$ cat src/rtl/vram_pkg.sv
// Shared types and constants for the vector-RAM drain arbiter.
//   arb_state_t        : arbitration FSM states (RUN, FLUSH, START)
//   VRAM_ADDR_W        : width of the VRAM-relative address
//   DEFAULT_VRAM_BASE  : first CPU address mapped onto vector RAM
//   DEFAULT_VRAM_LIMIT : last CPU address mapped onto vector RAM
package vram_pkg;

    typedef enum logic [1:0] {
        RUN   = 2'd0,
        FLUSH = 2'd1,
        START = 2'd2
    } arb_state_t;

    localparam int          VRAM_ADDR_W        = 13;
    localparam logic [15:0] DEFAULT_VRAM_BASE  = 16'h2000;
    localparam logic [15:0] DEFAULT_VRAM_LIMIT = 16'h3FFF;

endpackage

$ cat src/rtl/vram_drain_arbiter_if.sv
// Bus bundle between the CPU store queue, the vector generator and the
// single vector-RAM port.
//   queue side : q_data, q_addr, q_valid, q_empty in; q_pop out
//   VG side    : vg_req, vg_addr, vg_go in; vg_gnt, vg_rdata, vg_rvalid, vg_start out
//   RAM port   : bram_dout in; bram_addr, bram_din, bram_we out
// The slave modport is the arbiter's view, master is the environment's view.
interface vram_drain_arbiter_if;
    import vram_pkg::*;

    logic [7:0]             q_data;
    logic [15:0]            q_addr;
    logic                   q_valid;
    logic                   q_empty;
    logic                   q_pop;
    logic                   vg_req;
    logic [VRAM_ADDR_W-1:0] vg_addr;
    logic                   vg_gnt;
    logic [7:0]             vg_rdata;
    logic                   vg_rvalid;
    logic                   vg_go;
    logic                   vg_start;
    logic [VRAM_ADDR_W-1:0] bram_addr;
    logic [7:0]             bram_din;
    logic                   bram_we;
    logic [7:0]             bram_dout;

    modport slave (
        input  q_data, q_addr, q_valid, q_empty, vg_req, vg_addr, vg_go, bram_dout,
        output q_pop, vg_gnt, vg_rdata, vg_rvalid, vg_start, bram_addr, bram_din, bram_we
    );

    modport master (
        output q_data, q_addr, q_valid, q_empty, vg_req, vg_addr, vg_go, bram_dout,
        input  q_pop, vg_gnt, vg_rdata, vg_rvalid, vg_start, bram_addr, bram_din, bram_we
    );

endinterface

$ cat src/rtl/vram_drain_arbiter_sat_counter.sv
// Saturating up-counter.
//   clk, rst_n : clock, asynchronous active-low reset (clears to 0)
//   inc        : increment request, ignored once the count is all-ones
//   count      : current count
module sat_counter #(
    parameter int CNT_W = 8
) (
    input  logic             clk,
    input  logic             rst_n,
    input  logic             inc,
    output logic [CNT_W-1:0] count
);

    logic [CNT_W-1:0] count_q;

    always_ff @(posedge clk or negedge rst_n) begin
        if (!rst_n) begin
            count_q <= '0;
        end else if (inc && (count_q != '1)) begin
            count_q <= count_q + CNT_W'(1);
        end
    end

    assign count = count_q;

endmodule

$ cat src/rtl/vram_drain_arbiter.sv
// Drain end of the CPU store queue for vector RAM. Commits queued CPU writes
// to the single RAM port, shares that port with VG reads (bounded starvation
// both ways) and flushes all pending writes before pulsing vg_start.
//   clk, rst_n : clock, asynchronous active-low reset
//   arb_if     : queue / VG / RAM-port bundle (slave view)
//   drop_cnt   : saturating count of popped entries outside the VRAM window
//
// state | meaning
// RUN   | normal arbitration between VG reads and queue drains
// FLUSH | go seen: drain until the queue is observed empty, no VG grants
// START | one-cycle vg_start pulse, then back to RUN
module vram_drain_arbiter
    import vram_pkg::*;
#(
    parameter int          MAX_VG_STREAK = 4,
    parameter logic [15:0] VRAM_BASE     = DEFAULT_VRAM_BASE,
    parameter logic [15:0] VRAM_LIMIT    = DEFAULT_VRAM_LIMIT,
    parameter int          CNT_W         = 8
) (
    input  logic                  clk,
    input  logic                  rst_n,
    vram_drain_arbiter_if.slave   arb_if,
    output logic [CNT_W-1:0]      drop_cnt
);

    localparam int                STREAK_W   = $clog2(MAX_VG_STREAK + 1);
    localparam logic [STREAK_W-1:0] STREAK_MAX = STREAK_W'(MAX_VG_STREAK);

    arb_state_t             state_q, state_d;
    logic [STREAK_W-1:0]    streak_q, streak_d;
    logic                   go_q;
    logic                   vg_rvalid_q;
    logic [7:0]             rdata_hold_q;
    logic                   vg_start_q;

    logic                   pop_d;
    logic                   gnt_d;
    logic                   go_edge;
    logic                   in_win;
    logic                   drop_inc;
    logic [VRAM_ADDR_W-1:0] q_off;

    assign go_edge = arb_if.vg_go & ~go_q;
    assign in_win  = (arb_if.q_addr >= VRAM_BASE) && (arb_if.q_addr <= VRAM_LIMIT);
    assign q_off   = VRAM_ADDR_W'(arb_if.q_addr - VRAM_BASE);

    always_comb begin
        pop_d    = 1'b0;
        gnt_d    = 1'b0;
        state_d  = state_q;
        streak_d = streak_q;
        case (state_q)
            RUN: begin
                // The streak only counts VG wins against a waiting queue;
                // with nothing to drain the VG may be granted indefinitely.
                if (arb_if.vg_req && (streak_q < STREAK_MAX)) begin
                    gnt_d    = 1'b1;
                    streak_d = arb_if.q_empty ? '0 : streak_q + STREAK_W'(1);
                end else if (!arb_if.q_empty) begin
                    pop_d    = 1'b1;
                    streak_d = '0;
                end else begin
                    streak_d = '0;
                end
                if (go_edge) begin
                    state_d = FLUSH;
                end
            end
            FLUSH: begin
                // Exit only on an observed empty queue, so refills keep draining.
                if (!arb_if.q_empty) begin
                    pop_d = 1'b1;
                end else begin
                    state_d = START;
                end
            end
            START: begin
                state_d  = RUN;
                streak_d = '0;
            end
            default: begin
                state_d  = RUN;
                streak_d = '0;
            end
        endcase
    end

    always_ff @(posedge clk or negedge rst_n) begin
        if (!rst_n) begin
            state_q      <= RUN;
            streak_q     <= '0;
            go_q         <= 1'b0;
            vg_rvalid_q  <= 1'b0;
            rdata_hold_q <= 8'h00;
            vg_start_q   <= 1'b0;
        end else begin
            state_q     <= state_d;
            streak_q    <= streak_d;
            go_q        <= arb_if.vg_go;
            vg_rvalid_q <= gnt_d;
            vg_start_q  <= (state_d == START);
            if (vg_rvalid_q) begin
                rdata_hold_q <= arb_if.bram_dout;
            end
        end
    end

    // Combinational handshakes are gated by rst_n so they drop the instant
    // reset asserts, not at the next edge.
    assign arb_if.q_pop     = pop_d & rst_n;
    assign arb_if.vg_gnt    = gnt_d & rst_n;
    assign arb_if.bram_we   = pop_d & arb_if.q_valid & in_win & rst_n;
    assign arb_if.bram_addr = gnt_d ? arb_if.vg_addr : q_off;
    assign arb_if.bram_din  = arb_if.q_data;

    // RAM output is already registered, so the return cycle passes it straight
    // through and the hold register keeps it afterwards.
    assign arb_if.vg_rvalid = vg_rvalid_q;
    assign arb_if.vg_rdata  = vg_rvalid_q ? arb_if.bram_dout : rdata_hold_q;
    assign arb_if.vg_start  = vg_start_q;

    assign drop_inc = pop_d & arb_if.q_valid & ~in_win;

    sat_counter #(
        .CNT_W (CNT_W)
    ) u_drop_cnt (
        .clk   (clk),
        .rst_n (rst_n),
        .inc   (drop_inc),
        .count (drop_cnt)
    );

endmodule
$ cat src/flat_wrapper.sv
// flat-port wrapper written by rule: the top's interface ports become plain ports
module vram_drain_arbiter_flat import vram_pkg::*;
#(
    parameter int          MAX_VG_STREAK = 4,
    parameter logic [15:0] VRAM_BASE     = DEFAULT_VRAM_BASE,
    parameter logic [15:0] VRAM_LIMIT    = DEFAULT_VRAM_LIMIT,
    parameter int          CNT_W         = 8
)
  (clk, rst_n, drop_cnt, arb_if_q_data, arb_if_q_addr, arb_if_q_valid, arb_if_q_empty, arb_if_vg_req, arb_if_vg_addr, arb_if_vg_go, arb_if_bram_dout, arb_if_q_pop, arb_if_vg_gnt, arb_if_vg_rdata, arb_if_vg_rvalid, arb_if_vg_start, arb_if_bram_addr, arb_if_bram_din, arb_if_bram_we);
  vram_drain_arbiter_if arb_if_i ();
  input  logic clk;
  input  logic rst_n;
  output logic [CNT_W-1:0] drop_cnt;
  input wire logic [$bits(arb_if_i.q_data)-1:0] arb_if_q_data;
  input wire logic [$bits(arb_if_i.q_addr)-1:0] arb_if_q_addr;
  input wire logic [$bits(arb_if_i.q_valid)-1:0] arb_if_q_valid;
  input wire logic [$bits(arb_if_i.q_empty)-1:0] arb_if_q_empty;
  input wire logic [$bits(arb_if_i.vg_req)-1:0] arb_if_vg_req;
  input wire logic [$bits(arb_if_i.vg_addr)-1:0] arb_if_vg_addr;
  input wire logic [$bits(arb_if_i.vg_go)-1:0] arb_if_vg_go;
  input wire logic [$bits(arb_if_i.bram_dout)-1:0] arb_if_bram_dout;
  output wire logic [$bits(arb_if_i.q_pop)-1:0] arb_if_q_pop;
  output wire logic [$bits(arb_if_i.vg_gnt)-1:0] arb_if_vg_gnt;
  output wire logic [$bits(arb_if_i.vg_rdata)-1:0] arb_if_vg_rdata;
  output wire logic [$bits(arb_if_i.vg_rvalid)-1:0] arb_if_vg_rvalid;
  output wire logic [$bits(arb_if_i.vg_start)-1:0] arb_if_vg_start;
  output wire logic [$bits(arb_if_i.bram_addr)-1:0] arb_if_bram_addr;
  output wire logic [$bits(arb_if_i.bram_din)-1:0] arb_if_bram_din;
  output wire logic [$bits(arb_if_i.bram_we)-1:0] arb_if_bram_we;
  assign arb_if_i.q_data = arb_if_q_data;
  assign arb_if_i.q_addr = arb_if_q_addr;
  assign arb_if_i.q_valid = arb_if_q_valid;
  assign arb_if_i.q_empty = arb_if_q_empty;
  assign arb_if_i.vg_req = arb_if_vg_req;
  assign arb_if_i.vg_addr = arb_if_vg_addr;
  assign arb_if_i.vg_go = arb_if_vg_go;
  assign arb_if_i.bram_dout = arb_if_bram_dout;
  assign arb_if_q_pop = arb_if_i.q_pop;
  assign arb_if_vg_gnt = arb_if_i.vg_gnt;
  assign arb_if_vg_rdata = arb_if_i.vg_rdata;
  assign arb_if_vg_rvalid = arb_if_i.vg_rvalid;
  assign arb_if_vg_start = arb_if_i.vg_start;
  assign arb_if_bram_addr = arb_if_i.bram_addr;
  assign arb_if_bram_din = arb_if_i.bram_din;
  assign arb_if_bram_we = arb_if_i.bram_we;
  vram_drain_arbiter #(.MAX_VG_STREAK(MAX_VG_STREAK), .VRAM_BASE(VRAM_BASE), .VRAM_LIMIT(VRAM_LIMIT), .CNT_W(CNT_W)) u_core (.clk(clk), .rst_n(rst_n), .arb_if(arb_if_i), .drop_cnt(drop_cnt));
endmodule
$ cat config.mk
export PLATFORM = sky130hd
export DESIGN_NAME = vram_drain_arbiter_flat
export DESIGN_NICKNAME = d
export VERILOG_FILES = /design/src/rtl/vram_pkg.sv /design/src/rtl/vram_drain_arbiter_if.sv /design/src/rtl/vram_drain_arbiter_sat_counter.sv /design/src/rtl/vram_drain_arbiter.sv /design/src/flat_wrapper.sv
export SDC_FILE = /design/constraint.sdc
export NUM_CORES = 1
export LEC_CHECK = 0
export BUFFER_PORTS_ARGS = -buffer_cell sky130_fd_sc_hd__buf_2
export CAP_MARGIN = 20
export CELL_PAD_IN_SITES_DETAIL_PLACEMENT = 1
export CELL_PAD_IN_SITES_GLOBAL_PLACEMENT = 2
export CORE_MARGIN = 2
export CORE_UTILIZATION = 23
export DETAILED_ROUTE_END_ITERATION = 10
export PLACE_DENSITY = 0.87
export RECOVER_POWER = 25
export SLEW_MARGIN = 10
export SYNTH_ARGS = -nofsm -noshare
export SYNTH_HDL_FRONTEND = slang
export SYNTH_HIERARCHICAL = 1
export SYNTH_SLANG_ARGS = --single-unit
$ cat constraint.sdc
create_clock -name clk -period 2.97 [get_ports clk]
set_clock_uncertainty 0.1 [all_clocks]
set_input_delay 0.7425 -clock clk [delete_from_list [all_inputs] [get_ports clk]]
set_output_delay 0.7425 -clock clk [all_outputs]
set_load 0.01 [all_outputs]
# After elaboration in Yosys (flattened, before gate mapping)
# Index checks and enable logic that the tools add are counted.
classes:
  n_addsub: 3
  n_lt_le_gt_ge: 3
  eq_ne: 3
  n_mux: 13
  bitwise_logic: 9
  n_reduce_logical: 4
ops:
  columns: ["op", "n"]
  rows:
  - ["greater-or-equal comparator 16 x 14 -> 1 bit, second input constant", 1]
  - ["<= comparator 16 x 14 -> 1 bit, second input constant", 1]
  - ["two-way mux 13 bit", 1]
  - ["subtractor 13 x 1 -> 13 bit, second input constant", 1]
  - ["adder 8 x 1 -> 8 bit, second input constant", 1]
  - ["two-way mux 8 bit", 1]
  - ["!= test 8 bit, second input constant", 1]
  - ["AND 1 bit", 7]
  - ["two-way mux 3 bit", 2]
  - ["one-hot mux 3 bit (2 select lines)", 1]
  - ["two-way mux 1 bit", 4]
  - ["two-way mux 2 bit", 2]
  - ["one-hot mux 2 bit (2 select lines)", 1]
  - ["adder 3 x 1 -> 3 bit, second input constant", 1]
  - ["logical AND 1 bit", 3]
  - ["less-than comparator 3 bit, second input constant", 1]
  - ["equality test 2 x 1 -> 1 bit, second input constant", 1]
  - ["equality test 2 bit, second input constant", 1]
  - ["logical NOT 2 bit", 1]
  - ["NOT 1 bit", 2]
  - ["one-hot mux 1 bit (2 select lines)", 1]
totals:
  register_bits: 24
  out_inout_bits: 42
  wordCells: 42

# Logic depth before layout (Yosys ltp)
# Gate-level depths: netlist of run 1.
logic_depth:
  depth_word: 7
  depth_mapped: 5
  mapped_depth_nobuf: 5

# Modules after synthesis
# The synthesis of run 1 kept the hierarchy.
by_module_without_submodules:
  columns: ["mod", "instances", "cells_each", "area_each_um2"]
  rows:
  - ["vram_drain_arbiter", 1, 70, 899.6]
  - ["sat_counter", 1, 34, 407.9]

# Least setup slack after synthesis of run 1
# No wires, ideal clock.
synth_path:
  path_kind: "in2reg"
  start: "input port arb_if_q_empty"
  end: "register u_core.u_drop_cnt.count_q[5], in the netlist u_core/u_drop_cnt/count[5]"
  setup_time_ps: 125
  arrival_time_ps: 2341
  t_required_ps: 2745
  path_slack_ps: 404
  path_stages: 5
  cell_sequence: "or3b_2 > a211oi_1 > and4_4 > nand3_2 > mux2_4"
synth_via:
  elab_chain_cells: 6
synth_rtl:
  columns: ["element", "line_no", "source"]
  rows:
  - ["start: declaration", "flat_wrapper.sv:17", "input wire logic [$bits(arb_if_i.q_empty)-1:0] arb_if_q_empty;"]
  - ["two-way mux 1 bit (*)", "vram_drain_arbiter.sv:59, vram_drain_arbiter.sv:71", null]
  - ["two-way mux 1 bit", "vram_drain_arbiter.sv:56", "if (arb_if.vg_req && (streak_q < STREAK_MAX)) begin"]
  - ["one-hot mux 1 bit (2 select lines) (*)", "vram_drain_arbiter.sv:52", "case (state_q)"]
  - ["AND 1 bit (*) (2 in series)", "vram_drain_arbiter.sv:122", "assign drop_inc = pop_d & arb_if.q_valid & ~in_win;"]
  - ["via u_core.drop_inc", "vram_drain_arbiter.sv:40", "logic drop_inc;"]
  - ["logical AND 1 bit (*)", "vram_drain_arbiter_sat_counter.sv:19", "end else if (inc && (count_q != '1)) begin"]
  - ["end signal: assignment", "vram_drain_arbiter_sat_counter.sv:20", "count_q <= count_q + CNT_W'(1);"]
  - ["end: declaration", "vram_drain_arbiter_sat_counter.sv:14", "logic [CNT_W-1:0] count_q;"]
# The timed path passes the listed nets; every way through them passes the cells marked *.
# A chain may end at the register's enable or synchronous reset.

# Worst setup path in the final report of run 1
layout_path:
  start: "register u_core.state_q[1]"
  end: "output port arb_if_bram_addr[1]"
layout_via:
  elab_chain_cells: 3
layout_rtl:
  columns: ["element", "line_no", "source"]
  rows:
  - ["start: declaration", "vram_drain_arbiter.sv:29", "arb_state_t state_q, state_d;"]
  - ["start signal: assignment", "vram_drain_arbiter.sv:97", "state_q <= state_d;"]
  - ["logical NOT 2 bit", "vram_drain_arbiter.sv:52", null]
  - ["two-way mux 1 bit", "vram_drain_arbiter.sv:52", null]
  - ["two-way mux 13 bit", "vram_drain_arbiter.sv:113", "assign arb_if.bram_addr = gnt_d ? arb_if.vg_addr : q_off;"]
  - ["end: declaration", "flat_wrapper.sv:27", "output wire logic [$bits(arb_if_i.bram_addr)-1:0] arb_if_bram_addr;"]
# Every way passes these cells.

==> results of run 1 <==
[Yosys cell counts, types with 2 or more instances]
master   count  share of area (%)
ha_1         2                1.9
and2_1       2               0.96
a21oi_1      3                1.1
or3b_2       2                1.3
nor2_1       3               0.86
nand3_1      2               0.77
nor3_1       3                1.1
mux2_2      21                 18
buf_4        8                4.6
a41oi_1      2                1.3
dfrtp_1     24                 46
a32o_1       2                1.5
a31oi_1      2               0.96
inv_1        2               0.57
[critical path, cell delays in order, from the launching register on]
cell	delay [ps]
dfrtp_1	480
nor4b_4	300
buf_4	250
mux2_2	370
buf_2	140
[logic make-up (layout without fill, tap and decap cells)]
kind of cell | after synthesis | in the layout | synth area share [%]
and+or+nand+nor | 25 | 25 | 14.6
DFF | 24 | 24 | 45.9
muxes | 23 | 23 | 20.1
AOI/OAI and AO/OA | 16 | 16 | 9.76
buffers and inverters | 12 | 86 | 6.32
adders and majority gates | 2 | 2 | 1.91
xor gates and xnor gates | 2 | 2 | 1.34
[power groups by stage]
| stage | Combinational, mW | Sequential, mW | Clock [mW] |
|---|---|---|---|
| 6_report | 0.324 | 0.466 | 0.287 |
| 5_1_grt | 0.361 | 0.479 | 0.314 |
| 4_1_cts | 0.331 | 0.469 | 0.304 |
| 3_5_place_dp | 0.331 | 0.473 | 0 |
| 3_3_place_gp | 0.322 | 0.473 | 0 |
| 2_1_floorplan | 0.186 | 0.469 | 0 |
[per-stage QoR]
step           power (mW)  hold WS [ps]  instances
2_1_floorplan       0.655           347        104
3_3_place_gp        0.795           380        246
3_5_place_dp        0.804           384        246
4_1_cts              1.10           354        250
5_1_grt              1.15           412        250
6_report             1.08           365        250
[final cells by class]
type | count | area share, %
clock buffer | 3 | 2.29
clock inverter | 1 | 1.67
inverter | 2 | 0.417
multi-input combinational | 68 | 34.7
sequential | 24 | 33.3
tap | 72 | 5.00
timing repair buffer | 80 | 22.6
[state kept, by name (all words and copies together) (netlist names)]
signal and flops:
u_core/streak_q 3, u_core/go_q 1, u_core/rdata_hold_q 8, u_core/arb_if.vg_start 1, u_core/state_q 2, u_core/arb_if.vg_rvalid 1
u_core/u_drop_cnt/count 8
[worst max path at each step]
stage	from	to	cells after the start
floorplan	arb_if_q_empty	u_core/u_drop_cnt/count[5]$_DFFE_PN0P_	5
global placement	arb_if_vg_req	arb_if_bram_addr[1]	5
detailed placement	arb_if_q_empty	u_core/u_drop_cnt/count[5]$_DFFE_PN0P_	6
CTS	u_core/state_q[1]$_DFF_PN0_	arb_if_bram_addr[1]	4
global route	u_core/state_q[1]$_DFF_PN0_	arb_if_bram_addr[1]	4
finish	u_core/state_q[1]$_DFF_PN0_	arb_if_bram_addr[1]	4
[per-layer routing]
layer / wire, um / track usage (%) / vias to the layer above
met4: 57 / 4.48 / 0
met3: 327 / 2.60 / 8
met5: 0 / 0 / -
met1: 1380 / 13.3 / 527
met2: 1750 / 20.5 / 64
li1: - / - / 529
==> metrics.cfg, run 1 <==
[critical_path]
regToRegEndpoint = u_core/u_drop_cnt/count[5]$_DFFE_PN0P_
reg2regPathDepth = 5
cp.required_ps = 2130
critPathCaptureType = primary output
critical_path_class = reg -> out
crit_arrival_ps = 1810
path_max_fanout = 15
startpoint_type = flip-flop
reg2reg_from = u_core/state_q[1]$_DFF_PN0_
r2r_slack_ps = 670

[yosys]
synth_cell_types = 40
synth_area_per_cell_um2 = 12.6
syn_inst = 104
yosys_warnings = 6
synth_seq_area_share_pct = 45.9
synth_area_um2 = 1310
synth_edf_count = 0
synthArstFlopShare_pct = 100
synth_fp_nets = 157
synth_seq_cells = 24
synth_ff_type = dfrtp_1

[final_layout]
fillers = 651
final_common_cell = buf_2
final_cell_mix = 74 x buf_2, 24 x dfrtp_1, 21 x mux2_2
final_core_util_pct = 32.7
antenna_cells = 0
multi_input_area_um2 = 624
fin_area_um2 = 1800
seqCellArea_um2 = 601
areaGrowthSynthToFinish_pct = 37.8
fin_nets = 232
drive_gt1_share_pct = 64.0

[sta]
layout_setup_ws_ps = 320
setup_viol = 0
setup_tns_ps = 0
hold_viol = 0
worstMarginPinSlew_ps = 397
slew_viol_final = 0
fin_crit_ps = 2650
fmax_ghz = 0.377
max_slew_margin_pct = 73.4
rsz0062_at_grt = no
fin_crit_sh_pct = 89.2

[clock_tree]
numCtsBuffers = 3
clock_path_buffers = 2
cts-hold-fix-buffers = 0
post-cts-setup-buffers = 0
ctsResizeCount = 0
clkTransAtPathRegs_ps = 90
insertion_delay_ps = 270
cts_root_buf = clkbuf_8
htreeDepth = 1
tritoncts = done
cts.sinks = 24

[detailed_routing]
vias = 1128
wl_mm = 3.52
antenna_left = 0
via_per_inst = 4.51
wl_per_cell_um = 14.1
firstDrtPassIters = 3
drtIter0Drc = 27
drc = 0

[power_and_ir_drop]
p_leak_nw = 0.879
p_clk_share_pct = 26.6
p_per_area_nw_per_um2 = 598
p_sw_mw = 0.334
pwr-share-seq_pct = 43.3
pwr-share-comb_pct = 30.1
internal_power_mw = 0.743
vdd_drop_max_mv = 0.214
power_switching_share_pct = 31.0

[global_routing]
grt_pass1_vias = 1231
grt_pass1_wl_mm = 5.71
antenna_found_initial = 0
grt_usage_pct = 11.5
overflow = 0
grt_max_degree = 27

[die]
die-area_um2 = 6300
row_count = 27
die_h_um = 79.4
core_um2 = 5510
pin_count = 93
dieWidth_um = 79.4
initial_core_util_pct = 23.7

[place]
io_buffers = 76
dpl_cell_area_um2 = 1730
place_congestion = 0.738
dp_slack_ps = 273
dpl.hpwl_mm = 2.88

[outcome]
outcome = completed

[hold_path]
hold_path_class = in -> async

[flow_run]
drv_cap = 0

(Power assumes the default switching activity.)
==> inputs of run 2 (changes only) <==
ABC_CLOCK_PERIOD_IN_PS = 2970   (was unset)
CORE_ASPECT_RATIO = 1.2   (was unset)
SLEW_MARGIN = 20   (was 10)
==> metrics.cfg, run 2 (synthesized netlist as in run 1, its figures left out) <==
[outcome]
outcome = completed

[sta]
setup_viol = 0  ; unchanged
max_slew_margin_pct = 76.6  ; +3.2 points
worstMarginPinSlew_ps = 352  ; -45.1 ps
whs_ps = 398  ; +33.7 ps
fmax_ghz = 0.383  ; +1.4%
slew_viol_final = 0  ; unchanged
layout_setup_ws_ps = 356  ; +36.4 ps
rsz0062_at_grt = no
setup_tns_ps = 0  ; unchanged
hold_viol = 0  ; unchanged
fin_crit_sh_pct = 88.0  ; -1.2 points
fin_crit_ps = 2610  ; -36.4 ps

[place]
dpl.hpwl_mm = 2.78  ; -3.4%
io_buffers = 76  ; unchanged
dp_slack_ps = 355  ; +81.7 ps
place_congestion = 0.730  ; -1.2%

[final_layout]
antenna_cells = 0  ; unchanged
fin_nets = 232  ; unchanged
final_common_cell = buf_2
drive_gt1_share_pct = 64.6  ; +0.56 points
final_cell_mix = 75 x buf_2, 24 x dfrtp_1, 21 x mux2_2
areaGrowthSynthToFinish_pct = 35.9

[clock_tree]
cts-hold-fix-buffers = 0  ; unchanged
ctsResizeCount = 0  ; unchanged
htreeDepth = 1  ; unchanged
clock_path_buffers = 2  ; unchanged
clkTransAtPathRegs_ps = 80  ; about the same
post-cts-setup-buffers = 0  ; unchanged
cts.sinks = 24  ; unchanged
tritoncts = done
insertion_delay_ps = 260  ; about the same
cts_root_buf = clkbuf_8
numCtsBuffers = 3  ; unchanged

[critical_path]
regToRegEndpoint = u_core/u_drop_cnt/count[5]$_DFFE_PN0P_
reg2reg_from = u_core/state_q[1]$_DFF_PN0_
critical_path_class = reg -> out
path_max_fanout = 15  ; unchanged
crit_arrival_ps = 1770  ; -40 ps
reg2regPathDepth = 6  ; +1
r2r_slack_ps = 720  ; +50 ps
startpoint_type = flip-flop
critPathCaptureType = primary output
cp.required_ps = 2130  ; about the same

[detailed_routing]
vias = 1098  ; -2.7%
drc = 0  ; unchanged
antenna_left = 0  ; unchanged
firstDrtPassIters = 3  ; unchanged
wl_per_cell_um = 13.9  ; -1.4%
drtIter0Drc = 37  ; +37%
wl_mm = 3.36  ; -4.5%
via_per_inst = 4.54  ; +0.56%

[flow_run]
drv_cap = 0  ; unchanged

[hold_path]
holdPathStages = 1
worstHoldEndpoint = u_core/rdata_hold_q[6]$_DFF_PN0_
hold_path_class = reg -> reg
hold_start = u_core/rdata_hold_q[6]$_DFF_PN0_

[global_routing]
grt_pass1_wl_mm = 5.18  ; -9.3%
grt_pass1_vias = 1113  ; -9.6%
overflow = 0  ; unchanged
grt_max_degree = 27  ; unchanged
grt_usage_pct = 10.4  ; -1.1 points
antenna_found_initial = 0  ; unchanged

[die]
pin_count = 93  ; unchanged
initial_core_util_pct = 23.5  ; -0.21 points
dieWidth_um = 72.8  ; -8.3%
core_um2 = 5560  ; +0.89%
row_count = 30  ; +11%
die-area_um2 = 6310  ; about the same
die_h_um = 86.6  ; +9.1%

[power_and_ir_drop]
power.total_mw = 1.01  ; -6.6%
p_leak_nw = 0.875  ; -0.48%
p_per_area_nw_per_um2 = 566  ; -5.2%
vdd_drop_max_mv = 0.154  ; -28%

-- run 2: how the worst max path moves through the flow --
stage,startpoint,end,cells after the start
floorplan,arb_if_q_empty,u_core/u_drop_cnt/count[5]$_DFFE_PN0P_,5
global placement,arb_if_vg_req,arb_if_bram_addr[10],5
detailed placement,arb_if_vg_req,arb_if_bram_addr[5],5
CTS,u_core/state_q[1]$_DFF_PN0_,arb_if_bram_addr[0],4
global route,u_core/state_q[1]$_DFF_PN0_,arb_if_bram_addr[11],4
finish,u_core/state_q[1]$_DFF_PN0_,arb_if_bram_addr[3],4
-- run 2: cell type report --
type / count / area, um2
fillers: 644 / 3780
multi-input cells: 68 / 624
flip-flops and latches: 24 / 601
repair buffers: 80 / 409
well taps: 64 / 80.1
clock buffers: 4 / 55.1
inverters: 2 / 7.51
-- run 2: metal layers --
layer / GRT usage [%] / routed length, um / part of all wire [%] / vias to the layer above
met5: 0 / 0 / 0 / -
met4: 2.69 / 11 / 0.33 / 0
met3: 2.09 / 196 / 5.8 / 4
met2: 17.4 / 1720 / 51 / 38
met1: 13.5 / 1430 / 43 / 528
li1: - / - / - / 528
-- run 2: stage by stage --
stage / util, % / std cells / cell area, um2
6_report: 32.0 / 242 / 1780
5_1_grt: 32.0 / 242 / 1780
4_1_cts: 32.0 / 242 / 1780
3_5_place_dp: 31.0 / 238 / 1720
3_3_place_gp: 31.0 / 238 / 1720
2_1_floorplan: - / 104 / 1310
-- run 2: critical path, stage by stage (launching register included) --
cell and delay (ps):
dfrtp_1 480, nor4b_4 290, buf_4 250, mux2_2 350
buf_2 140
-- run 2: report_power, final --
group	switching [mW]	internal [mW]	total [mW]	leakage [nW]
sequential	0.0717	0.393	0.465	0.302
combinational	0.152	0.170	0.322	0.544
clock	0.101	0.118	0.220	0.0288
total	0.325	0.681	1.01	0.875
